--- src/rtl/tick_timer_pkg.sv ---
// -----------------------------------------------------------------------------
// tick_timer_pkg
// Types and constants shared by the BCD countdown timer:
//   state_e   - 2-bit FSM state enumeration (IDLE, RUN, PAUSE, DONE)
//   BCD_W     - width of one BCD digit
//   BCD_MAX   - largest legal BCD digit value
//   bcd_sat() - clamps a nibble to a legal BCD digit
// -----------------------------------------------------------------------------
package tick_timer_pkg;

  localparam int BCD_W = 4;
  localparam logic [BCD_W-1:0] BCD_MAX = 4'd9;

  typedef enum logic [1:0] {
    ST_IDLE  = 2'd0,
    ST_RUN   = 2'd1,
    ST_PAUSE = 2'd2,
    ST_DONE  = 2'd3
  } state_e;

  // Nibbles A..F are not BCD; treat them as the largest digit.
  function automatic logic [BCD_W-1:0] bcd_sat(input logic [BCD_W-1:0] d);
    return (d > BCD_MAX) ? BCD_MAX : d;
  endfunction

endpackage

--- src/rtl/tick_timer_if.sv ---
// -----------------------------------------------------------------------------
// tick_timer_if
// Control/status bundle of the tick timer (clock and reset stay plain ports).
//   tick      - one-cycle enable pulse from the upstream divider
//   clear     - synchronous clear request
//   load      - load request, load_val is the packed BCD value
//   start     - run request
//   pause     - hold request
//   bcd_out   - registered packed BCD count
//   running   - high while the timer is counting
//   done      - one-cycle pulse when the count expires
// Modports: master drives the requests, slave (the timer) drives the status.
// -----------------------------------------------------------------------------
interface tick_timer_if
  import tick_timer_pkg::*;
#(
  parameter int DIGITS = 2
);

  logic                    tick;
  logic                    clear;
  logic                    load;
  logic [BCD_W*DIGITS-1:0] load_val;
  logic                    start;
  logic                    pause;
  logic [BCD_W*DIGITS-1:0] bcd_out;
  logic                    running;
  logic                    done;

  modport master (
    output tick, clear, load, load_val, start, pause,
    input  bcd_out, running, done
  );

  modport slave (
    input  tick, clear, load, load_val, start, pause,
    output bcd_out, running, done
  );

endinterface

--- src/rtl/tick_timer_bcd_dec_digit.sv ---
// -----------------------------------------------------------------------------
// bcd_dec_digit
// One registered BCD digit of a down counter.
//   org_clk, rst_n - clock, asynchronous active-low reset
//   clear_i        - force digit to 0 (highest priority)
//   load_i         - load load_digit_i, saturated to 9
//   load_digit_i   - digit value to load
//   dec_i          - decrement enable for the whole counter
//   borrow_i       - borrow from the less significant digit (1 for digit 0)
//   digit_o        - registered digit value
//   borrow_o       - borrow to the more significant digit
// -----------------------------------------------------------------------------
module bcd_dec_digit
  import tick_timer_pkg::*;
(
  input  logic             org_clk,
  input  logic             rst_n,
  input  logic             clear_i,
  input  logic             load_i,
  input  logic [BCD_W-1:0] load_digit_i,
  input  logic             dec_i,
  input  logic             borrow_i,
  output logic [BCD_W-1:0] digit_o,
  output logic             borrow_o
);

  logic [BCD_W-1:0] digit_q;
  logic [BCD_W-1:0] digit_d;

  // Borrow ripples through every digit that is already zero, so the borrow
  // out of the top digit doubles as an "entire count is zero" flag.
  assign borrow_o = borrow_i && (digit_q == '0);

  always_comb begin
    digit_d = digit_q;
    if (clear_i) begin
      digit_d = '0;
    end else if (load_i) begin
      digit_d = bcd_sat(load_digit_i);
    end else if (dec_i && borrow_i) begin
      digit_d = (digit_q == '0) ? BCD_MAX : digit_q - 1'b1;
    end
  end

  always_ff @(posedge org_clk or negedge rst_n) begin
    if (!rst_n) begin
      digit_q <= '0;
    end else begin
      digit_q <= digit_d;
    end
  end

  assign digit_o = digit_q;

endmodule

--- src/rtl/tick_timer.sv ---
// -----------------------------------------------------------------------------
// tick_timer
// Loadable BCD countdown timer advanced by an external tick pulse.
//   org_clk - single clock
//   rst_n   - asynchronous active-low reset
//   bus     - tick_timer_if.slave: tick/clear/load/load_val/start/pause in,
//             bcd_out/running/done out
// Parameter DIGITS (1..4) sets the number of BCD digits.
// Request priority within a cycle: clear > load > pause > start > tick.
// Build option: define TICK_TIMER_AUTORELOAD_EN to keep the last accepted
// load value in a reload register and restart from it whenever the count
// expires (done still pulses; DONE is entered only for a zero reload value).
// -----------------------------------------------------------------------------
module tick_timer
  import tick_timer_pkg::*;
#(
  parameter int DIGITS = 2
)(
  input  logic org_clk,
  input  logic rst_n,
  tick_timer_if.slave bus
);

  localparam int W = BCD_W * DIGITS;
  localparam logic [W-1:0] COUNT_ONE = W'(1);

  state_e         state_q, state_d;
  logic           done_q, done_d;

  logic           dig_clear;
  logic           dig_load;
  logic           dig_dec;
  logic [W-1:0]   load_src;
  logic [W-1:0]   count_q;
  logic [DIGITS:0] borrow;
  logic           count_zero;
  logic           count_one;

`ifdef TICK_TIMER_AUTORELOAD_EN
  logic [W-1:0]   reload_q, reload_d;
  logic [W-1:0]   load_sat;
`endif

  // ---------------------------------------------------------------------------
  // Digit chain: digit 0 always sees a borrow, so a decrement always hits it.
  // ---------------------------------------------------------------------------
  assign borrow[0] = 1'b1;

  generate
    for (genvar gi = 0; gi < DIGITS; gi++) begin : g_digit
      bcd_dec_digit u_digit (
        .org_clk      (org_clk),
        .rst_n        (rst_n),
        .clear_i      (dig_clear),
        .load_i       (dig_load),
        .load_digit_i (load_src[gi*BCD_W +: BCD_W]),
        .dec_i        (dig_dec),
        .borrow_i     (borrow[gi]),
        .digit_o      (count_q[gi*BCD_W +: BCD_W]),
        .borrow_o     (borrow[gi+1])
      );
`ifdef TICK_TIMER_AUTORELOAD_EN
      // The reload register keeps the value the counter actually loaded.
      assign load_sat[gi*BCD_W +: BCD_W] = bcd_sat(bus.load_val[gi*BCD_W +: BCD_W]);
`endif
    end
  endgenerate

  assign count_zero = borrow[DIGITS];
  assign count_one  = (count_q == COUNT_ONE);

  // ---------------------------------------------------------------------------
  // Next-state / datapath control
  // ---------------------------------------------------------------------------
  always_comb begin
    state_d   = state_q;
    done_d    = 1'b0;
    dig_clear = 1'b0;
    dig_load  = 1'b0;
    dig_dec   = 1'b0;
    load_src  = bus.load_val;
`ifdef TICK_TIMER_AUTORELOAD_EN
    reload_d  = reload_q;
`endif

    if (bus.clear) begin
      dig_clear = 1'b1;
      state_d   = ST_IDLE;
    end else if (bus.load && (state_q != ST_RUN)) begin
      dig_load  = 1'b1;
      state_d   = ST_IDLE;
`ifdef TICK_TIMER_AUTORELOAD_EN
      reload_d  = load_sat;
`endif
    end else begin
      // A load during RUN is dropped and the lower-priority requests apply.
      unique case (state_q)
        ST_IDLE, ST_PAUSE: begin
          if (!bus.pause && bus.start && !count_zero) begin
            state_d = ST_RUN;
          end
        end
        ST_RUN: begin
          if (bus.pause) begin
            state_d = ST_PAUSE;
          end else if (bus.tick) begin
            if (count_one) begin
              done_d = 1'b1;
`ifdef TICK_TIMER_AUTORELOAD_EN
              dig_load = 1'b1;
              load_src = reload_q;
              state_d  = (reload_q == '0) ? ST_DONE : ST_RUN;
`else
              dig_dec = 1'b1;
              state_d = ST_DONE;
`endif
            end else begin
              dig_dec = 1'b1;
            end
          end
        end
        ST_DONE: begin
          // Only clear or load (handled above) leave DONE.
        end
        default: begin
          state_d = ST_IDLE;
        end
      endcase
    end
  end

  // ---------------------------------------------------------------------------
  // State registers
  // ---------------------------------------------------------------------------
  always_ff @(posedge org_clk or negedge rst_n) begin
    if (!rst_n) begin
      state_q <= ST_IDLE;
      done_q  <= 1'b0;
    end else begin
      state_q <= state_d;
      done_q  <= done_d;
    end
  end

`ifdef TICK_TIMER_AUTORELOAD_EN
  always_ff @(posedge org_clk or negedge rst_n) begin
    if (!rst_n) begin
      reload_q <= '0;
    end else begin
      reload_q <= reload_d;
    end
  end
`endif

  // All outputs come straight from registers.
  assign bus.bcd_out = count_q;
  assign bus.running = (state_q == ST_RUN);
  assign bus.done    = done_q;

endmodule

--- src/flat_wrapper.sv ---
// flat-port wrapper written by rule: the top's interface ports become plain ports
module tick_timer_flat import tick_timer_pkg::*;
#(
  parameter int DIGITS = 2
)
  (org_clk, rst_n, bus_tick, bus_clear, bus_load, bus_load_val, bus_start, bus_pause, bus_bcd_out, bus_running, bus_done);
  tick_timer_if #(.DIGITS(DIGITS)) bus_i ();
  input  logic org_clk;
  input  logic rst_n;
  input wire logic [$bits(bus_i.tick)-1:0] bus_tick;
  input wire logic [$bits(bus_i.clear)-1:0] bus_clear;
  input wire logic [$bits(bus_i.load)-1:0] bus_load;
  input wire logic [$bits(bus_i.load_val)-1:0] bus_load_val;
  input wire logic [$bits(bus_i.start)-1:0] bus_start;
  input wire logic [$bits(bus_i.pause)-1:0] bus_pause;
  output wire logic [$bits(bus_i.bcd_out)-1:0] bus_bcd_out;
  output wire logic [$bits(bus_i.running)-1:0] bus_running;
  output wire logic [$bits(bus_i.done)-1:0] bus_done;
  assign bus_i.tick = bus_tick;
  assign bus_i.clear = bus_clear;
  assign bus_i.load = bus_load;
  assign bus_i.load_val = bus_load_val;
  assign bus_i.start = bus_start;
  assign bus_i.pause = bus_pause;
  assign bus_bcd_out = bus_i.bcd_out;
  assign bus_running = bus_i.running;
  assign bus_done = bus_i.done;
  tick_timer #(.DIGITS(DIGITS)) u_core (.org_clk(org_clk), .rst_n(rst_n), .bus(bus_i));
endmodule
--- config.mk ---
export PLATFORM = sky130hd
export DESIGN_NAME = tick_timer_flat
export DESIGN_NICKNAME = d
export VERILOG_FILES = /design/src/rtl/tick_timer_pkg.sv /design/src/rtl/tick_timer_if.sv /design/src/rtl/tick_timer_bcd_dec_digit.sv /design/src/rtl/tick_timer.sv /design/src/flat_wrapper.sv
export SDC_FILE = /design/constraint.sdc
export NUM_CORES = 1
export LEC_CHECK = 0
export BUFFER_PORTS_ARGS = -buffer_cell sky130_fd_sc_hd__clkbuf_2
export CAP_MARGIN = 20
export CORE_MARGIN = 4
export CORE_UTILIZATION = 52
export DETAILED_ROUTE_END_ITERATION = 8
export PLACE_DENSITY = 0.79
export SYNTH_ARGS = -nofsm -noshare
export SYNTH_HDL_FRONTEND = slang
export SYNTH_SLANG_ARGS = --single-unit
--- constraint.sdc ---
create_clock -name org_clk -period 5.4 [get_ports org_clk]
set_input_delay 0 -clock org_clk [delete_from_list [all_inputs] [get_ports org_clk]]
set_output_delay 0 -clock org_clk [all_outputs]
set_load 0.02 [all_outputs]
After elaboration in Yosys (flattened, before gate mapping)

Index checks and enable logic that the tools add are counted.

Register bits: 11
Input bits: 15
Output and inout port bits: 10

Add/sub/neg operators: 2
Magnitude comparators: 2
Equal/unequal tests: 7
Mux-type cells: 31
Reduce and logical (&&, ||, !) cells: 15

Operator list:

| operator                                             | number |
|---|---|
| two-way mux 4 bit                                    | 10 |
| two-way mux 1 bit                                    | 14 |
| two-way mux 2 bit                                    | 6 |
| equality test 8 x 1 -> 1 bit, second input constant  | 1 |
| greater-than comparator 4 bit, second input constant | 2 |
| logical NOT 4 bit                                    | 2 |
| subtractor 4 x 1 -> 4 bit, second input constant     | 2 |
| nonzero test 3 bit                                   | 2 |
| logical AND 1 bit                                    | 5 |
| != test 5 x 3 -> 1 bit, second input constant        | 1 |
| != test 5 x 4 -> 1 bit, second input constant        | 1 |
| != test 4 x 2 -> 1 bit, second input constant        | 1 |
| case mux 2 bit (2 select lines)                      | 1 |
| AND reduction 4 bit                                  | 1 |
| nonzero test 4 bit                                   | 1 |
| equality test 2 x 1 -> 1 bit, second input constant  | 1 |
| equality test 2 bit, second input constant           | 1 |
| logical NOT 1 bit                                    | 2 |
| logical NOT 2 bit                                    | 1 |
| != test 2 x 1 -> 1 bit, second input constant        | 1 |
| OR reduction 2 bit                                   | 1 |

Logic depth before layout (Yosys ltp)

Gate-level depths: netlist of the first run.

Depth in word-level cells: 9
Depth in mapped cells: 6
Depth with buffers taken out: 6

Cells and area by module

Synthesis of the first run repeated with hierarchy kept, for this count alone.

Cell total of the unflattened synthesis: 97
Area, all modules: 874.6 sq um

Modules (own cells, without submodules):

| module        | times used | cells each | area each (sq um) |
|---|---|---|---|
| bcd_dec_digit | 2          | 38         | 342.8 |
| tick_timer    | 1          | 21         | 188.9 |

Least setup slack after synthesis of the first run

OpenSTA, ideal clock, no wires.

Kind: register -> register
Start: register u_core.g_digit[1].u_digit.digit_q[0]
End: register u_core.state_q[1]
Setup time: 0.094 ns
Data arrival time: 1.848 ns
Path slack: 3.458 ns
Stages on the path, launching flop included: 6
Path buffers: 0
Clock period less this slack: 1.942 ns
Path through: dfrtp_1 inv_1 ha_1 or3b_4 or4_4 a221oi_2

Longest elaborated chain between the ends: 6

RTL lines:

| what                                    | RTL line                       | text |
|---|---|---|
| from (decl)                             | tick_timer_bcd_dec_digit.sv:27 | `logic [BCD_W-1:0] digit_q;` |
| from (signal assigned)                  | tick_timer_bcd_dec_digit.sv:49 | `digit_q <= digit_d;` |
| logical NOT 4 bit                       | tick_timer_bcd_dec_digit.sv:32 | `assign borrow_o = borrow_i && (digit_q == '0);` |
| logical AND 1 bit                       | tick_timer_bcd_dec_digit.sv:32 |  |
| logical NOT 1 bit                       | tick_timer.sv:99               | `if (!bus.pause && bus.start && !count_zero) begin` |
| logical AND 1 bit                       | tick_timer.sv:99               |  |
| != test 4 x 2 -> 1 bit (no source line) | --                             |  |
| AND reduction 4 bit (no source line) *  | --                             |  |
| to (signal assigned)                    | tick_timer.sv:140              | `state_q <= state_d;` |
| to (decl)                               | tick_timer.sv:27               | `state_e state_q, state_d;` |

Every way passes the cells marked *; elsewhere a longest branch is shown, timed or not.
A chain may end at the register's enable or synchronous reset.

Worst setup path after layout of the first run

Start: register u_core.g_digit[1].u_digit.digit_q[1]
End: register u_core.done_q (netlist: u_core.bus.done)

Longest elaborated chain between the ends: 7

RTL lines:

| what                         | RTL line          | text |
|---|---|---|
| equality test 8 x 1 -> 1 bit | tick_timer.sv:70  | `assign count_one = (count_q == COUNT_ONE);` |
| two-way mux 1 bit            | tick_timer.sv:107 | `if (count_one) begin` |
| two-way mux 1 bit            | tick_timer.sv:106 | `end else if (bus.tick) begin` |
| two-way mux 1 bit            | tick_timer.sv:104 | `if (bus.pause) begin` |
| two-way mux 1 bit            | tick_timer.sv:97  | `unique case (state_q)` |
| two-way mux 1 bit            | tick_timer.sv:89  | `end else if (bus.load && (state_q != ST_RUN)) begin` |
| two-way mux 1 bit            | tick_timer.sv:86  | `if (bus.clear) begin` |
| net u_core.done_d            | tick_timer.sv:28  | `logic done_q, done_d;` |
| to (signal assigned)         | tick_timer.sv:141 | `done_q <= done_d;` |
| to (decl)                    | tick_timer.sv:28  |  |

The timed path passes the listed nets, and every way through them passes these cells.

==> results of run 1 <==
cells by family (layout without fill, tap and decap cells):
group / after synthesis / after routing / share of synthesized area [%]
multiplexers: 1 / 1 / 1.28
AND/OR/NAND/NOR: 29 / 29 / 22.0
flip-flops: 11 / 11 / 35.3
XOR/XNOR: 3 / 3 / 3.37
buffers and inverters: 10 / 40 / 4.82
AO/OA/AOI/OAI: 23 / 23 / 25.2
adder cells (fa/ha/maj): 5 / 5 / 8.03
layer usage:
layer  routed length, um  part of all wire (%)  global-route usage, %
met5                   0                     0                      0
met3                 127                   6.9                   4.69
met2                 912                    49                   34.9
met1                 778                    42                   24.4
met4                  34                   1.8                   11.0
flip-flops by register name, indices dropped and copies added, names as in the netlist:
register,cells
u_core.state_q,2
u_core.bus.done,1
u_core.g_digit.u_digit.digit_o,8
power by group through the flow:
stage	Clock (mW)	Combinational, mW	Sequential (mW)
after detailed placement	0	0.108	0.110
after global routing	0.0637	0.123	0.111
after global placement	0	0.105	0.110
after floorplan	0	0.0640	0.119
final	0.0562	0.110	0.108
after CTS	0.0573	0.110	0.109
critical path, stage by stage (launching register included):
cell,delay (ps)
sky130_fd_sc_hd__dfrtp_1,420
sky130_fd_sc_hd__inv_1,90
sky130_fd_sc_hd__ha_1,160
sky130_fd_sc_hd__or3b_4,410
sky130_fd_sc_hd__or4_4,510
sky130_fd_sc_hd__nor4_1,270
how the worst max path moves through the flow:
stage	from	to	slack [ps]	depth (start not counted)
after floorplan	u_core.g_digit[1].u_digit.digit_o[0]$_DFFE_PN0P_	u_core.state_q[1]$_DFFE_PN0P_	3460	5
after global routing	u_core.g_digit[1].u_digit.digit_o[1]$_DFFE_PN0P_	u_core.bus.done$_DFF_PN0_	3260	5
after detailed placement	u_core.g_digit[1].u_digit.digit_o[0]$_DFFE_PN0P_	u_core.state_q[1]$_DFFE_PN0P_	3440	5
after global placement	u_core.g_digit[1].u_digit.digit_o[0]$_DFFE_PN0P_	u_core.state_q[1]$_DFFE_PN0P_	3520	5
final	u_core.g_digit[1].u_digit.digit_o[1]$_DFFE_PN0P_	u_core.bus.done$_DFF_PN0_	3410	5
after CTS	u_core.g_digit[1].u_digit.digit_o[1]$_DFFE_PN0P_	u_core.state_q[1]$_DFFE_PN0P_	3410	5
per-stage QoR:
step	total power [mW]	hold WS, ps
after floorplan	0.183	-296
after global placement	0.215	-110
after detailed placement	0.218	-107
after CTS	0.276	47.0
after global routing	0.297	70.3
final	0.274	48.8
final cells by class:
| cell class | instances | area, um^2 | area share [%] |
|---|---|---|---|
| well taps | 15 | 18.8 | 1.92 |
| inverters | 8 | 30.0 | 3.07 |
| flip-flops and latches | 11 | 275 | 28.1 |
| clock buffers | 3 | 22.5 | 2.30 |
| clock inverters | 1 | 5.00 | 0.512 |
| repair buffers | 28 | 160 | 16.4 |
| multi-input cells | 61 | 467 | 47.7 |
cells in the mapped netlist, types with 2 or more instances:
cell type | n | area share [%]
sky130_fd_sc_hd__dfrtp_1 | 11 | 35
sky130_fd_sc_hd__o32ai_1 | 2 | 2.2
sky130_fd_sc_hd__nand3b_1 | 2 | 1.9
sky130_fd_sc_hd__nor2_1 | 5 | 2.4
sky130_fd_sc_hd__clkbuf_1 | 2 | 0.96
sky130_fd_sc_hd__o21a_1 | 2 | 1.9
sky130_fd_sc_hd__xnor2_1 | 2 | 2.2
sky130_fd_sc_hd__nor3_1 | 5 | 3.2
sky130_fd_sc_hd__a22oi_1 | 2 | 1.9
sky130_fd_sc_hd__inv_1 | 8 | 3.9
sky130_fd_sc_hd__a22o_1 | 2 | 2.2
sky130_fd_sc_hd__nand2b_1 | 3 | 2.4
sky130_fd_sc_hd__nand2_1 | 7 | 3.4
sky130_fd_sc_hd__ha_1 | 5 | 8.0
sky130_fd_sc_hd__o41ai_1 | 3 | 3.4
sky130_fd_sc_hd__a21oi_1 | 2 | 1.3
sky130_fd_sc_hd__o21ai_0 | 2 | 1.3
sky130_fd_sc_hd__a221oi_2 | 3 | 5.8
repair_timing:
item	4_1_cts	5_1_grt
hold buffers	4	0
endpoints found under the hold margin	14	0
gates resized for setup	0	0
==> flow_summary_export.csv, run 1 <==
group,metric,value,unit
final_layout,non_filler_instance_count_after_layout,127,
clocking,clock_tree_from_tritoncts,"built",
critical_path,worst_ep_required_time,5550,ps
critical_path,worst_reg2reg_setup_slack,3410,ps
worst_hold_path,worstHoldEndpoint,"u_core.g_digit[0].u_digit.digit_o[3]$_DFFE_PN0P_",
final_layout,fillerInstances,101,
pwr,seqPwrFrac,39.5,%
die,initial_utilization,57.7,%
clocking,clk_transition_reported_paths,80,ps
global_route,gr-usage-all-layers,20.7,%
die,die-height,46.7,um
timing,max_freq,502,MHz
worst_hold_path,hold_class,"input port to flip-flop",
die,chipWidth,46.7,um
final_layout,areaGrowthSynthToFinish,25.5,%
pwr,cellLeakagePower,0.467,nW
yosys,synth.lib_cells_used.distinct,32,
drt,wl_per_cell,14.6,um
timing,setup-tns-final,0,ps
drt,detailroute.via_count,751,
place,routabilityCongestion,0.823,
critical_path,worst_r2r_path_depth,5,
pwr,p_switching,0.105,mW
yosys,mappedNetlistNets,102,
critical_path,timing.critical_path.arrival,2140,ps
timing,post-route-worst-setup-slack,3410,ps
timing,rsz0062_at_grt,"no",
final_layout,mostFrequentLayoutCell,"sky130_fd_sc_hd__clkbuf_2",
worst_hold_path,hold_path.startpoint,"bus_load_val[3]",
final_layout,post_layout_instance_area,978,um^2
clocking,clock_sink_count,11,
drt,drt-vias-per-instance,5.91,
die,io-pin-count,25,
pwr,power.switching_fraction,38.1,%
drt,drt.antenna.violating_nets,0,
yosys,avgSynthCellArea,9.51,um^2
job,max-cap-violations,0,
place,place_area,911,um^2
final_layout,number_of_diodes_added_for_antenna_fixing,0,
timing,post-route-period-util,36.9,%
place,numPortBuffers,24,
critical_path,worstSetupEndpointType,"flip-flop",
global_route,vias_in_the_first_global_route,752,
yosys,most_used_flip_flop_cell_after_synthesis,"sky130_fd_sc_hd__dfrtp_1",
final_layout,post_route_cells_drive_above_1_share,33.0,%
critical_path,critical_path_peak_fanout,5,
critical_path,timing.critical_path.from_type,"flip-flop",
final_layout,post-route-util,72.5,%
clocking,clock_insertion_delay_worst_skew,270,ps
pwr,peakVddDrop,0.182,mV
global_route,global_route_wire_length_before_repair,3190,um
yosys,post_synth_inst_count,82,
global_route,grt_antenna_before_repair,0,
die,rows,13,
outcome,status,"finished clean",
pwr,p_int,0.170,mW
place,detailedPlacementHpwl,1430,um
yosys,ys_async_sr_fraction,100,%
yosys,synth_enable_flop_cells,0,
clocking,cts.repair_timing.setup_buffer_count,0,
drt,drt-pass1-iter-count,4,
clocking,depth_of_the_cts_h_tree,1,
yosys,mapped_cell_area,779,um^2
critical_path,worstSetupPathType,"flip-flop to flip-flop",
pwr,power_frac_comb,40.0,%
critical_path,regToRegEndpoint,"u_core.bus.done$_DFF_PN0_",
pwr,clock_power_share,20.5,%
die,fp.dieArea,2180,um^2
final_layout,finish.net_count,133,
pwr,power_per_cell_area,280,nW/um^2
drt,postRouteWirelength,1850,um
drt,drc,0,
drt,drt_iter0_drc,11,
clocking,clockRootBuffer,"sky130_fd_sc_hd__clkbuf_4",
timing,clock_skew,9.58,ps
timing,maxSlewViolCount,0,
global_route,grt.overflow.total,0,
timing,worst_slew_pin_slew,509,ps
place,preCtsSetupSlack,3440,ps
global_route,grt_start_max_net_pins,13,
timing,timing.max_slew.rel_slack,66.1,%
timing,setup_violations,0,
final_layout,final_cell_mix,"24 x sky130_fd_sc_hd__clkbuf_2, 11 x sky130_fd_sc_hd__dfrtp_1, 8 x sky130_fd_sc_hd__inv_1",
place,dpl_cells,119,
worst_hold_path,min_delay_path_depth,3,
timing,period_needed,1990,ps
critical_path,critical_path.reg2reg.startpoint,"u_core.g_digit[1].u_digit.digit_o[1]$_DFFE_PN0P_",
yosys,yosys_warnings,0,
clocking,cts-buffers-inserted,3,
clocking,maximum_root_to_sink_buffer_count,2,
die,fp.coreArea,1350,um^2
yosys,yosys_register_bits,11,
timing,hold_violations,0,
yosys,synth_sequential_area_ratio,35.3,%
Power figures use the tool's default switching activity.
==> inputs of run 2 (changes only) <==
Settings changed: CORE_UTILIZATION 52 to 49, PLACE_DENSITY 0.79 to 0.75.
Clock period 5.4 ns to 2 ns, I/O delays scaled along.
==> run 2 against run 1 <==
Global-route usage shrank 2.1 points. Highest routed layer unchanged. Utilization shrank 5.4 points. Final cell count grew 2.4%. Clock-buffer cell count grew 1. Critical path depth is the same.
==> flow_summary_export.csv, run 2 (synthesis results as in run 1) <==
group,metric,value,unit
outcome,status,"finished clean",
pwr,p_switching,0.288,mW
final_layout,number_of_flip_flops_under_the_largest_register_name,8,
clocking,clock_insertion_delay_worst_skew,280,ps
clocking,clockRootBuffer,"sky130_fd_sc_hd__clkbuf_4",
timing,setup_violations,0,
timing,rsz0062_at_grt,"no",
place,preCtsSetupSlack,106,ps
final_layout,areaGrowthSynthToFinish,29.5,%
critical_path,critical_path_peak_fanout,5,
pwr,power_per_cell_area,750,nW/um^2
timing,timing.max_slew.rel_slack,64.1,%
drt,drt_iter0_drc,9,
final_layout,final_cell_mix,"24 x sky130_fd_sc_hd__clkbuf_2, 11 x sky130_fd_sc_hd__dfrtp_1, 8 x sky130_fd_sc_hd__inv_1",
die,chipWidth,47.9,um
die,fp.coreArea,1510,um^2
clocking,depth_of_the_cts_h_tree,1,
clocking,clock_tree_from_tritoncts,"built",
pwr,seqPwrFrac,38.5,%
global_route,grt_start_max_net_pins,13,
die,die-height,47.9,um
drt,postRouteWirelength,1820,um
critical_path,timing.critical_path.arrival,2110,ps
timing,post-route-period-util,95.8,%
pwr,clock_power_share,21.1,%
drt,drt-pass1-iter-count,4,
timing,worst_slew_pin_slew,539,ps
critical_path,worstSetupEndpointType,"flip-flop",
drt,wl_per_cell,14.0,um
global_route,gr-usage-all-layers,18.6,%
clocking,cts-buffers-inserted,3,
global_route,vias_in_the_first_global_route,689,
die,initial_utilization,51.7,%
critical_path,worstSetupPathType,"flip-flop to flip-flop",
critical_path,timing.critical_path.from_type,"flip-flop",
timing,post-route-worst-setup-slack,83.2,ps
place,detailedPlacementHpwl,1360,um
final_layout,fillerInstances,131,
critical_path,startpoint,"u_core.g_digit[1].u_digit.digit_o[1]$_DFFE_PN0P_",
pwr,total_power_consumption,0.758,mW
final_layout,finish.net_count,135,
timing,period_needed,1920,ps
final_layout,non_filler_instance_count_after_layout,130,
drt,drc,0,
drt,drt-vias-per-instance,5.75,
place,dpl_cells,121,
clocking,clock_sink_count,11,
timing,max_freq,522,MHz
final_layout,post_route_cells_drive_above_1_share,36.0,%
job,max-cap-violations,0,
die,rows,14,
global_route,global_route_wire_length_before_repair,2980,um
timing,setup-tns-final,0,ps
worst_hold_path,hold_path.startpoint,"bus_load_val[3]",
drt,detailroute.via_count,748,
timing,maxSlewViolCount,0,
global_route,grt.overflow.total,0,
pwr,cellLeakagePower,0.477,nW
place,routabilityCongestion,0.795,
critical_path,worst_ep_required_time,2190,ps
drt,drt.antenna.violating_nets,0,
pwr,peakVddDrop,0.557,mV
global_route,grt_antenna_before_repair,0,
critical_path,critical_path.reg2reg.startpoint,"u_core.g_digit[1].u_digit.digit_o[1]$_DFFE_PN0P_",
final_layout,post_layout_instance_area,1010,um^2
place,numPortBuffers,24,
die,fp.dieArea,2290,um^2
clocking,clk_transition_reported_paths,70,ps
pwr,power_frac_comb,40.4,%
die,io-pin-count,25,
pwr,p_int,0.470,mW
pwr,power.switching_fraction,38.0,%
timing,clock_skew,1.65,ps
timing,hold_violations,0,
final_layout,mostFrequentLayoutCell,"sky130_fd_sc_hd__clkbuf_2",
place,place_area,920,um^2
clocking,maximum_root_to_sink_buffer_count,2,
final_layout,number_of_diodes_added_for_antenna_fixing,0,
worst_hold_path,hold_class,"input port to flip-flop",
[run 2: final timing paths]
path	to	slack, ps	depth (start not counted)
min in group asynchronous	u_core.g_digit[0].u_digit.digit_o[3]$_DFFE_PN0P_	120	2
max in group asynchronous	u_core.g_digit[1].u_digit.digit_o[1]$_DFFE_PN0P_	1660	2
worst max-delay path	u_core.state_q[1]$_DFFE_PN0P_	80	5
worst min register to register	u_core.g_digit[0].u_digit.digit_o[0]$_DFFE_PN0P_	570	2
worst max register to register	u_core.state_q[1]$_DFFE_PN0P_	80	5
worst min-delay path	u_core.g_digit[0].u_digit.digit_o[3]$_DFFE_PN0P_	50	3
[run 2: worst max-delay path: stages, from the launching register on]
cell	delay (ps)
sky130_fd_sc_hd__dfrtp_1	400
sky130_fd_sc_hd__inv_1	90
sky130_fd_sc_hd__ha_1	160
sky130_fd_sc_hd__or3b_4	410
sky130_fd_sc_hd__or4_4	510
sky130_fd_sc_hd__a221oi_2	260
[run 2: cell type report]
cell class / instances / area (um^2) / area share (%)
clock buffer: 4 / 26.3 / 2.60
inverter: 8 / 30.0 / 2.97
multi-input combinational: 61 / 483 / 47.8
sequential: 11 / 275 / 27.3
tap: 16 / 20.0 / 1.98
timing repair buffer: 30 / 175 / 17.3
[run 2: power groups by stage]
stage	sequential, mW	combinational (mW)	clock (mW)
6_report	0.292	0.306	0.160
5_1_grt	0.297	0.337	0.177
4_1_cts	0.291	0.301	0.165
3_5_place_dp	0.295	0.291	0
3_3_place_gp	0.294	0.290	0
2_1_floorplan	0.322	0.173	0
[run 2: metal layers]
metal / global-route usage, % / wire, um / vias to the layer above
met2: 28.2 / 901 / 23
li1: - / - / 371
met3: 7.52 / 143 / 5
met5: 0 / 0 / -
met1: 24.5 / 755 / 349
met4: 4.84 / 17 / 0
[run 2: stage by stage]
step / hold slack (ps) / util, %
finish: 54.3 / 67.0
global route: 74.0 / 67.0
CTS: 54.5 / 65.4
detailed placement: -105 / 61.0
global placement: -103 / 61.0
floorplan: -296 / -
[run 2: repair_timing]
action,in CTS,in global routing
buffers inserted,0,1
endpoints found under the hold margin,14,0
setup endpoints to repair,0,5
hold buffers,4,0
resized for setup,0,3
